`src/rtl/signed_mult_inv_sqrt2_seq.sv`:
```
// rtl/signed_mult_inv_sqrt2_seq.sv - sequential shift-add multiplier by 1/sqrt(2)
// One bit of K = 16'hB505 is applied per clock; p = floor(a*K / 2^16).
module signed_mult_inv_sqrt2_seq #(
  parameter int N = 8
) (
  input  logic         clk,
  input  logic         rstn,
  input  logic         in_valid,
  output logic         in_ready,
  input  logic [N-1:0] a,
  input  logic         flush,
  output logic         out_valid,
  input  logic         out_ready,
  output logic [N-1:0] p
);

  localparam logic [15:0] K = 16'hB505;

  typedef enum logic [1:0] {IDLE, BUSY, DONE} state_t;

  state_t                state, state_nxt;
  logic signed [N+15:0]  opa;
  logic signed [N+16:0]  acc;
  logic signed [N+16:0]  addend;
  logic [3:0]            cnt;
  logic                  accept;

  assign accept = in_valid & in_ready;

  // N+17 bits keep -2^(N-1)*K clear of overflow
  assign addend = $signed({opa[N+15], opa}) <<< cnt;

  always_ff @(posedge clk or negedge rstn) begin
    if (!rstn) begin
      state <= IDLE;
    end else begin
      state <= state_nxt;
    end
  end

  always_comb begin
    state_nxt = state;
    case (state)
      IDLE: if (accept) state_nxt = BUSY;
      BUSY: if (cnt == 4'd15) state_nxt = DONE;
      DONE: if (out_ready) state_nxt = IDLE;
      default: state_nxt = IDLE;
    endcase
    if (flush) state_nxt = IDLE;
  end

  always_comb begin
    in_ready  = (state == IDLE);
    out_valid = (state == DONE);
    p         = acc[N+15:16];
  end

  always_ff @(posedge clk or negedge rstn) begin
    if (!rstn) begin
      opa <= '0;
      acc <= '0;
      cnt <= '0;
    end else if (flush) begin
      cnt <= '0;
    end else begin
      case (state)
        IDLE: begin
          if (accept) begin
            opa <= {{16{a[N-1]}}, a};
            acc <= '0;
            cnt <= '0;
          end
        end
        BUSY: begin
          if (K[cnt]) acc <= acc + addend;
          cnt <= cnt + 4'd1;
        end
        default: ;
      endcase
    end
  end

endmodule

```
`config.mk`:
```
export PLATFORM = sky130hd
export DESIGN_NAME = signed_mult_inv_sqrt2_seq
export DESIGN_NICKNAME = d
export VERILOG_FILES = /design/src/rtl/signed_mult_inv_sqrt2_seq.sv
export SDC_FILE = /design/constraint.sdc
export NUM_CORES = 1
export LEC_CHECK = 0
export ABC_AREA = 1
export CAP_MARGIN = 5
export CORE_ASPECT_RATIO = 0.7
export CORE_MARGIN = 2
export CORE_UTILIZATION = 65
export DETAILED_ROUTE_END_ITERATION = 8
export GPL_TIMING_DRIVEN = 0
export PLACE_DENSITY = 0.86
export SLEW_MARGIN = 25
export SYNTH_ARGS = -nofsm -noshare
export SYNTH_HDL_FRONTEND = slang
export SYNTH_SLANG_ARGS = --single-unit
```
`constraint.sdc`:
```
create_clock -name clk -period 4.6 [get_ports clk]
set_input_delay 0.92 -clock clk [delete_from_list [all_inputs] [get_ports clk]]
set_output_delay 0.92 -clock clk [all_outputs]
set_load 0.02 [all_outputs]
```
Yosys cells after proc, flatten, opt, wreduce, memory -nomap -nowiden:

Memories as Yosys holds them, arrays and structs flattened.
Cells that the tools add are included.

* memory bits (read-only): 16
* bits of input ports: 13
* memories kept: 1
* logic and storage cells: 38
* register bits after elaboration: 39
* output and inout port bits: 10

* $lt $le $gt $ge: 1
* eq/ne operators: 8
* reduce and logical (&&, ||, !) cells: 7
* shifts and indexed selects: 1
* bitwise logic cells: 2
* mux-type cells: 12
* $add $sub $neg: 2

Memories
* (no name shown): depth 16, bits a word 1, rd ports 1, clocked after Yosys merged registers in 0, wr ports 0, RTL line 75 `if (K[cnt]) acc <= acc + addend;`

Operators by type and width (number)
* $mux 25: 2
* $pmux 25 s2: 1
* $add 25x25->25: 1
* $sshl 8x4->25: 1
* $mux 2: 4
* $mux 4: 2
* $pmux 4 s2: 1
* $pmux 2 s3: 1
* $reduce_and 3->1: 2
* $lt 4x5->1 const B: 1
* $add 4x1->4 const B: 1
* $eq 4x4->1 const B: 1
* $reduce_and 4->1: 1
* $ne 3x1->1 const B: 1
* $ne 3x2->1 const B: 1
* $ne 3x3->1 const B: 1
* $reduce_bool 3->1: 1
* $eq 2x1->1 const B: 1
* $eq 2x2->1 const B: 1
* $logic_not 2->1: 1
* $ne 2x1->1 const B: 1
* $ne 2x2->1 const B: 1
* $reduce_and 2->1: 1
* $reduce_bool 2->1: 1
* other kinds (3): 3

Logic depth before layout (Yosys ltp):

Gate-level depths: netlist of run 1.

* word-level depth: 5
* depth in mapped cells: 20

Least setup slack after synthesis of run 1:

Ideal clock, no wire load.

* path type: register to register
* start: reg cnt[1]
* end: reg acc[16]
* slack: 2.156 ns
* required time: 4.483 ns
* cell stages (with the launch flop): 19
* arrival time: 2.326 ns
* path through: dfrtp_1 > buf_2 > inv_1 > buf_2 > nand3_1 > nor3_1 > ha_1 > inv_1 > fa_1 > inv_1 > nand3_1 > nand3_1 > nand2_1 > nand3_1 > nand2_1 > nand2_1 > nand2_1 > nand3_1 > nand2_1

* longest elaborated chain between the ends: 4
* elaborated cells between the ends (all ways): 8
* those cells by class: add/sub (1); eq/ne (1); shift (1); mux (3); reduce/logical (1); memory (1)

RTL lines
* start: declaration: RTL line 25 `logic [3:0] cnt;`
* start signal: assignment: RTL line 76 `cnt <= cnt + 4'd1;`
* $sshl 8x4->25 or $mem_v2 16x1 (tied branches)
* $add 25x25->25 or $mux 1 (tied branches): RTL line 75
* $mux 25 or $ne 2x2->1 (tied branches)
* $pmux 25 s2 or $reduce_and 4->1 (tied branches)
* end signal: assignment: RTL line 75
* end: declaration: RTL line 23 `logic signed [N+16:0] acc;`

Several ways; a longest one is shown, not always the timed one. The select of a mux whose other input is x is not followed.
A chain may end at the register's enable or synchronous reset.

Worst setup path in the final report of run 1:

* start: reg cnt[0]
* end: reg acc[18]

Same word-level chain as after synthesis.

==> flow_metrics.py, run 1 <==
metrics = {
    "clocking": {
        "post_cts_resize_count": 0,
        "cts-root-buf": "clkbuf_8",
        "cts_max_level": 2,
        "post-cts-setup-buffers": 0,
        "cts.path.max_buffers": 2,
        "cts_tree": "built",
        "hold_buffers": 0,
        "cts_made_buffers": 5,
        "cts.clk_slew.worst_paths_ns": 0.08,
        "clock-sinks": 38,
        "clk_latency_ns": 0.30,
    },
    "sta": {
        "slew_viol_final": 0,
        "max_slew_margin_pct": 65.6,
        "fin_crit_sh_pct": 69.7,
        "rsz0062_at_grt": "false",
        "setup_tns_ns": 0,
        "fmax_mhz": 312,
        "setup_viol_count_final": 0,
        "fin_worst_skew_ns": 0.00828,
        "period_minus_slack_ns": 3.21,
        "hold_viol": 0,
        "worst_slew_pin_slew_ns": 0.516,
    },
    "setup_path": {
        "critPathLaunchType": "flop",
        "ff2ff_path_depth": 15,
        "cp-end-kind": "flop",
        "crit_type": "reg -> reg",
        "reg2reg_slack_ns": 1.39,
        "arrival_ns": 3.40,
        "worstPathMaxFanout": 10,
        "cp_top_family": "simple AND/OR/NAND/NOR gates",
        "crit_chain": "buf_2 > o21ai_0 > o21ai_0 > o21ai_0 > o21ai_0 > ha_1 > nand2_1 > nor2_1 > nand3_1 > nand3_1 > nand2_1 > nand2_1 > nand2_1 > nand3_1 > nand2_1",
        "slowest_stage": "dfrtp_1",
        "critPathBufInv": 1,
        "critPathRequiredTime_ns": 4.80,
        "critPathMostFrequentCell": "nand2_1",
        "critical_path.max_stage_delay_ns": 0.43,
        "worstSetupPathDepth": 15,
    },
    "power": {
        "peakVddDrop_mv": 0.350,
        "cellLeakagePower_nw": 2.35,
        "power_density_mw_per_mm2": 566,
    },
    "routing": {
        "drt_first_pass_iters": 5,
        "initialDrtViolationCount": 368,
        "vias": 3945,
        "via_per_inst": 5.38,
        "avgRoutedWirePerCell_um": 13.7,
        "wirelength_um": 10000,
        "remaining_drc_errors": 0,
        "final_antenna_net_count": 0,
    },
    "finish": {
        "drive_above_1_share_pct": 7.45,
        "syn_to_final_growth_pct": 12.0,
        "nets": 697,
        "insertedDiodeCount": 0,
        "final_util_pct": 74.6,
    },
    "synth": {
        "synthCells": 628,
        "synthTopCellsByCount": "247 x nand2_1, 98 x inv_1, 64 x nor2_1",
        "synth_edf_count": 0,
        "yosysTopAreaCell": "dfrtp_1",
        "seq_area_frac_synth_pct": 25.3,
        "syn_nets": 667,
        "syn-cell-area_mm2": 0.00376,
        "yosysUniqueCellTypes": 31,
        "synth_area_leaders": "dfrtp_1 25%, nand2_1 25%, inv_1 9.8%, ha_1 8.3%, nor2_1 6.4%",
        "synth.most_common_cell": "nand2_1",
        "yosys_warnings": 0,
        "ys.flop_type": "dfrtp_1",
        "synthArstFlopShare_pct": 100,
        "synth_top_cell_area_share_pct": 25.3,
        "synth-seq-cells": 38,
        "syn_avg_cell_area_um2": 5.98,
    },
    "placed_design": {
        "io_buffers": 22,
        "dpl.hpwl_um": 8180,
        "gp_congestion": 1.03,
    },
    "global_routing": {
        "grt.busiest_layer": "met2",
        "grt_use_met2_pct": 52.9,
        "grt_max_degree": 21,
        "met1_usage_pct": 46.9,
        "antenna_found_initial": 0,
        "grt_pass1_vias": 3519,
        "overflow": 0,
        "grt_pass1_wl_um": 16300,
        "grt.total_usage_pct": 33.3,
        "use_met3_pct": 7.25,
    },
    "die": {
        "num_rows": 23,
        "die_h_um": 67.6,
        "start_util_pct": 66.6,
        "die_x_um": 94.9,
        "die_area_mm2": 0.00641,
        "boundaryPins": 23,
        "core_mm2": 0.00564,
    },
    "flow_run": {
        "cap_viol_max_count": 0,
    },
    "hold_path": {
        "min_path_type": "reg -> reg",
        "hold_depth": 2,
    },
    "run_status": {
        "status": "complete, no violations",
    },
}
## registers in the layout, indices dropped and copies added (netlist names)
| name | count |
|---|---|
| state | 2 |
| opa | 8 |
| cnt | 4 |
| acc | 24 |
## logic make-up (layout without fill, tap and decap cells)
| family | Yosys count | after routing | share of synthesized area, % |
|---|---|---|---|
| AND/OR/NAND/NOR | 362 | 362 | 38.5 |
| flip-flops | 38 | 38 | 25.3 |
| XOR/XNOR | 4 | 4 | 0.933 |
| multiplexers | 6 | 6 | 1.77 |
| adder cells (fa/ha/maj) | 26 | 26 | 8.86 |
| buffers and inverters | 121 | 151 | 13.5 |
| AO/OA/AOI/OAI | 71 | 71 | 11.1 |
## routing by layer
layer	vias to the layer above	part of all wire [%]
li1	2004	-
met1	1742	45
met2	181	43
met3	18	10
met4	0	1.3
met5	-	0
## report_power, final
part | total (mW) | switching [mW] | internal [mW]
combinational | 1.58 | 1.02 | 0.556
clock | 0.302 | 0.128 | 0.174
sequential | 0.497 | 0.0722 | 0.425
total | 2.38 | 1.23 | 1.15
## worst register-to-register path, stage by stage (launching register included)
cell,delay (ns)
dfrtp_1,0.43
buf_2,0.21
o21ai_0,0.26
o21ai_0,0.17
o21ai_0,0.27
o21ai_0,0.17
ha_1,0.38
nand2_1,0.14
nor2_1,0.35
nand3_1,0.13
nand3_1,0.21
nand2_1,0.13
nand2_1,0.09
nand2_1,0.05
nand3_1,0.07
nand2_1,0.05
## path summary, 6_finish.rpt
check                          end  startpoint
max                        acc[18]      cnt[0]
min                         acc[5]      acc[5]
min reg2reg                 acc[5]      acc[5]
min in group asynchronous  acc[16]        rstn
max reg2reg                acc[18]      cnt[0]
max in group asynchronous   cnt[3]        rstn
## cell usage in the layout, fill, tap and decap left out, drive strengths merged
master | Yosys | final
a22o | 1 | 1
nand3 | 38 | 38
a31oi | 3 | 3
o211ai | 1 | 1
xnor2 | 2 | 2
mux2 | 5 | 5
mux2i | 1 | 1
nor2 | 65 | 65
clkbuf | 3 | 9
clkdlybuf4s50 | 0 | 21
xor2 | 2 | 2
bufinv | 0 | 1
inv | 100 | 100
a21oi | 21 | 21
nand2 | 247 | 247
nor3 | 3 | 3
fa | 1 | 1
o22ai | 2 | 2
buf | 18 | 20
dfrtp | 38 | 38
or2 | 1 | 1
nand4 | 5 | 5
and2 | 2 | 2
nand3b | 1 | 1
o21ai | 43 | 43
ha | 25 | 25
## metrics by stage
step / cell area, um^2 / std cells / hold WS (ns) / setup slack (ns) / total power [mW]
5_1_grt: 4210 / 733 / 0.520 / 1.23 / 2.61
4_1_cts: 4210 / 733 / 0.500 / 1.49 / 2.35
2_1_floorplan: 3760 / 628 / 0.456 / 2.16 / 1.65
3_5_place_dp: 4090 / 726 / 0.478 / 1.51 / 2.03
6_report: 4210 / 733 / 0.496 / 1.39 / 2.38
3_3_place_gp: 4070 / 725 / 0.471 / 1.62 / 1.98
## final cells by class
cell class              count  area, um^2
clock buffers               6        82.6
inverters                 100         375
clock inverters             1        30.0
plain buffers              21         131
flip-flops and latches     38         951
well taps                  75        93.8
multi-input cells         469        2300
repair buffers             23         243
fillers                   505        1440
Power figures use the tool's default switching activity.
==> inputs of run 2 (changes only) <==
--- a/config.mk
+++ b/config.mk
@@ -9,10 +9,10 @@
 export CAP_MARGIN = 5
 export CORE_ASPECT_RATIO = 0.7
 export CORE_MARGIN = 2
-export CORE_UTILIZATION = 65
+export CORE_UTILIZATION = 55
 export DETAILED_ROUTE_END_ITERATION = 8
 export GPL_TIMING_DRIVEN = 0
-export PLACE_DENSITY = 0.86
+export PLACE_DENSITY = 0.78
 export SLEW_MARGIN = 25
 export SYNTH_ARGS = -nofsm -noshare
 export SYNTH_HDL_FRONTEND = slang
==> constraint.sdc (replaced) <==
create_clock -name clk -period 2.78 [get_ports clk]
set_input_delay 0.556 -clock clk [delete_from_list [all_inputs] [get_ports clk]]
set_output_delay 0.556 -clock clk [all_outputs]
set_load 0.02 [all_outputs]
==> run 2 against run 1 <==
Sequential cell count unchanged. Worst hold slack worse by 0.29 ns. Non-clock buffer count up 17. Critical path depth up 2. Core utilization down 4.2 points.
==> flow_metrics.py, run 2 (synthesis results as in run 1) <==
metrics = {
    "setup_path": {
        "critPathRequiredTime_ns": 2.98,
        "arrival_ns": 2.90,
        "crit_type": "reg -> reg",
        "critPathLaunchType": "flop",
        "cp-end-kind": "flop",
        "worstPathMaxFanout": 5,
    },
    "sta": {
        "slew_viol_final": 0,
        "fin_worst_skew_ns": 0.0121,
        "fmax_mhz": 370,
        "rsz0062_at_grt": "true",
        "setup_tns_ns": 0,
        "hold_viol": 0,
        "finalWorstSetupSlack_ns": 0.0756,
        "setup_viol_count_final": 0,
        "fin_crit_sh_pct": 97.3,
        "max_slew_margin_pct": 65.9,
        "period_minus_slack_ns": 2.70,
        "worst_slew_pin_slew_ns": 0.512,
    },
    "clocking": {
        "cts.path.max_buffers": 2,
        "clock-sinks": 38,
        "cts.clk_slew.worst_paths_ns": 0.10,
        "clk_latency_ns": 0.31,
        "cts_tree": "built",
        "cts-root-buf": "clkbuf_8",
        "cts_max_level": 2,
        "cts_made_buffers": 5,
        "hold_buffers": 0,
    },
    "finish": {
        "mostFrequentLayoutCells": "228 x nand2_1, 95 x inv_1, 49 x nor2_1",
        "insertedDiodeCount": 0,
        "largest_reg_flops": 24,
        "syn_to_final_growth_pct": 25.4,
        "fillers": 568,
        "nets": 714,
        "drive_above_1_share_pct": 21.2,
        "regMostFlops": "acc",
        "final_common_cell": "nand2_1",
        "final_area_mm2": 0.00471,
        "top_regs": "acc x24, opa x8, cnt x4",
    },
    "global_routing": {
        "grt_max_degree": 21,
        "grt_pass1_wl_um": 16100,
        "grt_pass1_vias": 3447,
        "grt.total_usage_pct": 27.8,
        "overflow": 0,
        "antenna_found_initial": 0,
    },
    "die": {
        "die_h_um": 73.1,
        "num_rows": 25,
        "core_mm2": 0.00669,
        "die_x_um": 103,
        "boundaryPins": 23,
        "start_util_pct": 56.1,
        "die_area_mm2": 0.00752,
    },
    "run_status": {
        "status": "complete, no violations",
    },
    "power": {
        "cellLeakagePower_nw": 2.50,
        "peakVddDrop_mv": 0.432,
        "power_density_mw_per_mm2": 964,
    },
    "hold_path": {
        "min_path_type": "in -> async",
    },
    "routing": {
        "vias": 4092,
        "wirelength_um": 10900,
        "initialDrtViolationCount": 288,
        "via_per_inst": 5.31,
        "remaining_drc_errors": 0,
        "final_antenna_net_count": 0,
        "drt_first_pass_iters": 5,
        "avgRoutedWirePerCell_um": 14.2,
    },
    "flow_run": {
        "cap_viol_max_count": 0,
    },
    "placed_design": {
        "postPlaceCellArea_mm2": 0.00412,
        "gp_congestion": 0.965,
        "preCtsSetupSlack_ns": -0.235,
        "dpl.hpwl_um": 8140,
        "io_buffers": 22,
    },
}
-- run 2: changes by cell type in the layout (fill, tap and decap cells not counted), moves of 11 or more --
cell / before / now
buf_4: 10 / 28
nand2_1: 247 / 228
nand2_2: 0 / 18
nor2_1: 64 / 49
nor2_2: 0 / 11
o21ai_0: 31 / 11
-- run 2: per-stage QoR --
step | hold slack, ns | util [%] | power, mW | std cells
2_1_floorplan | 0.260 | - | 2.73 | 628
3_3_place_gp | 0.473 | 61.2 | 3.29 | 744
3_5_place_dp | 0.476 | 61.5 | 3.34 | 745
4_1_cts | 0.229 | 64.2 | 4.00 | 754
5_1_grt | 0.258 | 70.4 | 4.91 | 770
6_report | 0.208 | 70.4 | 4.54 | 770
-- run 2: final timing paths --
path	start	end	slack [ns]	cells past startpoint
worst max-delay path	cnt[0]	acc[18]	0.08	17
worst min-delay path	rstn	opa[4]	0.21	1
worst max register to register	cnt[0]	acc[18]	0.08	17
worst min register to register	acc[11]	acc[11]	0.50	2
max in group asynchronous	rstn	acc[1]	2.10	2
min in group clk	acc[11]	acc[11]	0.50	2
-- run 2: metal layers --
layer  GRT usage, %  part of all wire (%)  vias up
li1               -                     -     2042
met1           41.1                    47     1910
met2           43.1                    44      122
met3           4.50                   6.6       18
met4           5.41                   1.5        0
met5              0                     0        -
-- run 2: cell type report --
cell class / instances / area, um^2 / share of cell area, %
Tap cell: 94 / 118 / 2.50
Clock buffer: 5 / 68.8 / 1.46
Multi-Input combinational cell: 469 / 2610 / 55.3
Buffer: 21 / 151 / 3.21
Sequential cell: 38 / 952 / 20.2
Timing Repair Buffer: 40 / 370 / 7.86
Clock inverter: 3 / 68.8 / 1.46
Inverter: 100 / 378 / 8.02
-- run 2: worst max-delay path, cell delays in order, from the launching register on --
cell and delay [ns]:
dfrtp_2 0.46, or2_2 0.31, o21ai_2 0.09, nand2_2 0.11
nand2_1 0.07, nand2_1 0.07, o21ai_2 0.10, o21ai_1 0.13
ha_2 0.39, nand2_2 0.10, nor2_4 0.19, nand3_2 0.11
nand3_2 0.13, nand2_1 0.11, nand2_1 0.07, nand2_1 0.05
nand3_1 0.06, nand2_1 0.05
-- run 2: power breakdown --
| part | total [mW] | switching [mW] | leakage, nW | internal [mW] |
|---|---|---|---|---|
| combinational | 3.10 | 1.92 | 1.94 | 1.19 |
| clock | 0.600 | 0.240 | 0.0683 | 0.360 |
| sequential | 0.838 | 0.135 | 0.492 | 0.703 |
-- run 2: timing repair --
action / 4_1_cts / 5_1_grt
buffers inserted: 1 / 15
gates resized for setup: 20 / 94
endpoints found under the setup margin: 13 / 18
pin swaps: 2 / 22
cloned: 0 / 1
==> inputs of run 3 (changes only) <==
--- a/config.mk
+++ b/config.mk
@@ -8,7 +8,7 @@
 export ABC_AREA = 1
 export CAP_MARGIN = 5
 export CORE_ASPECT_RATIO = 0.7
-export CORE_MARGIN = 2
+export CORE_MARGIN = 4
 export CORE_UTILIZATION = 55
 export DETAILED_ROUTE_END_ITERATION = 8
 export GPL_TIMING_DRIVEN = 0
==> run 3 against run 2 <==
Die area is 9.6% higher. Critical path depth is 1 lower. Count of clock-buffer cells in the layout is 1 higher. Register-to-register slack better by 0.07 ns.
==> flow_metrics.py, run 3 (synthesis results as in run 1) <==
metrics = {
    "sta": {
        "fin_worst_skew_ns": 0.00501,
        "max_slew_margin_pct": 69.5,
        "whs_ns": 0.180,
        "slew_viol_final": 0,
        "hold_viol": 0,
        "finalWorstSetupSlack_ns": 0.141,
        "worst_slew_pin_slew_ns": 0.457,
        "fin_crit_sh_pct": 94.9,
        "fmax_mhz": 379,
        "period_minus_slack_ns": 2.64,
        "setup_viol_count_final": 0,
    },
    "run_status": {
        "status": "complete, no violations",
    },
    "power": {
        "peakVddDrop_mv": 0.552,
        "cellLeakagePower_nw": 2.44,
        "p_total_mw": 4.34,
        "power_density_mw_per_mm2": 943,
    },
    "setup_path": {
        "r2r-end": "acc[23]",
        "r2r-start": "cnt[0]",
        "crit_chain": "or2_2 > o21ai_2 > o21ai_1 > and2_1 > inv_1 > nor2_1 > ha_1 > nand2_1 > nor2_1 > nand3_1 > nand2_2 > nand2_1 > nand3_1 > nand2_1 > nand3_1 > nand2_1",
        "critPathMostFrequentCell": "nand2_1",
        "cp-end-kind": "flop",
        "critPathRequiredTime_ns": 2.97,
        "arrival_ns": 2.83,
        "ff2ff_path_depth": 16,
        "worstPathMaxFanout": 5,
        "slowest_stage": "dfrtp_2",
        "crit_path_start": "cnt[0]",
        "critPathLaunchType": "flop",
        "critical_path.max_stage_delay_ns": 0.45,
        "crit_type": "reg -> reg",
        "reg2reg_slack_ns": 0.14,
        "endpoint": "acc[23]",
    },
    "routing": {
        "via_per_inst": 5.31,
        "initialDrtViolationCount": 338,
        "drt_first_pass_iters": 5,
        "wirelength_um": 10600,
        "final_antenna_net_count": 0,
        "remaining_drc_errors": 0,
        "avgRoutedWirePerCell_um": 13.9,
        "vias": 4037,
    },
    "die": {
        "die_x_um": 107,
        "die_h_um": 77.1,
        "num_rows": 24,
        "start_util_pct": 58.5,
        "core_mm2": 0.00643,
        "boundaryPins": 23,
        "die_area_mm2": 0.00824,
    },
    "global_routing": {
        "grt.total_usage_pct": 25.4,
        "antenna_found_initial": 0,
        "overflow": 0,
        "grt_pass1_vias": 3563,
        "grt_pass1_wl_um": 16800,
        "grt_max_degree": 24,
    },
    "finish": {
        "syn_to_final_growth_pct": 22.6,
        "final_common_cell": "nand2_1",
        "nets": 707,
        "mostFrequentLayoutCells": "229 x nand2_1, 95 x inv_1, 51 x nor2_1",
        "insertedDiodeCount": 0,
        "regMostFlops": "acc",
        "fillers": 567,
        "top_regs": "acc x24, opa x8, cnt x4",
        "largest_reg_flops": 24,
        "drive_above_1_share_pct": 19.6,
    },
    "clocking": {
        "clk_latency_ns": 0.30,
        "hold_buffers": 0,
        "cts_made_buffers": 5,
        "cts_max_level": 2,
        "clock-sinks": 38,
        "cts-root-buf": "clkbuf_8",
        "cts.path.max_buffers": 2,
        "cts_tree": "built",
        "cts.clk_slew.worst_paths_ns": 0.08,
    },
    "placed_design": {
        "io_buffers": 22,
        "gp_congestion": 1.01,
        "preCtsSetupSlack_ns": -0.250,
        "dpl.hpwl_um": 8250,
    },
    "flow_run": {
        "cap_viol_max_count": 0,
    },
    "hold_path": {
        "min_path_type": "in -> async",
    },
}
run 3: worst min path at each step:
| stage | endpoint | slack, ns |
|---|---|---|
| finish | acc[14] | 0.18 |
| global placement | acc[13] | 0.47 |
| CTS | acc[14] | 0.20 |
| global route | opa[2] | 0.21 |
| floorplan | acc[0] | 0.26 |
| detailed placement | acc[8] | 0.48 |
run 3: stage by stage:
step	std cells	util (%)	setup TNS (ns)	cell area, um^2
after floorplan	628	-	0	3760
after global placement	741	63.6	-0.564	4090
after detailed placement	742	63.9	-1.10	4110
after CTS	750	66.1	0	4250
after global routing	760	71.6	-0.0303	4600
final	760	71.6	0	4600
run 3: cell type report:
cell class	instances	area [um^2]	area share, %
inverters	100	378	8.21
repair buffers	33	310	6.74
well taps	91	114	2.47
plain buffers	21	151	3.29
multi-input cells	469	2600	56.5
clock inverters	2	12.5	0.272
clock buffers	6	82.6	1.79
flip-flops and latches	38	952	20.7
run 3: metal layers:
metal | vias up | routed length [um] | track usage [%]
met5 | - | 0 | 0
met4 | 0 | 95 | 4.09
met3 | 11 | 881 | 4.11
met2 | 168 | 4570 | 39.4
met1 | 1833 | 5020 | 37.7
li1 | 2025 | - | -
run 3: repair_timing:
item,in CTS,in global routing
pin swaps,0,20
setup endpoints to repair,12,17
buffers inserted,0,10
resized for setup,22,89
run 3: critical path: cells and delay by family, from the launching register on:
kind,cells,cell delay (ns)
AOI/OAI and AO/OA,2,0.15
and+or+nand+nor,12,1.47
adders and majority gates,1,0.41
DFF,1,0.45
buffers and inverters,1,0.05
run 3: power breakdown:
group / leakage [nW] / total [mW] / switching (mW) / internal, mW
logic: 1.90 / 3.08 / 1.90 / 1.18
clock network: 0.0472 / 0.418 / 0.219 / 0.200
registers: 0.492 / 0.848 / 0.145 / 0.703
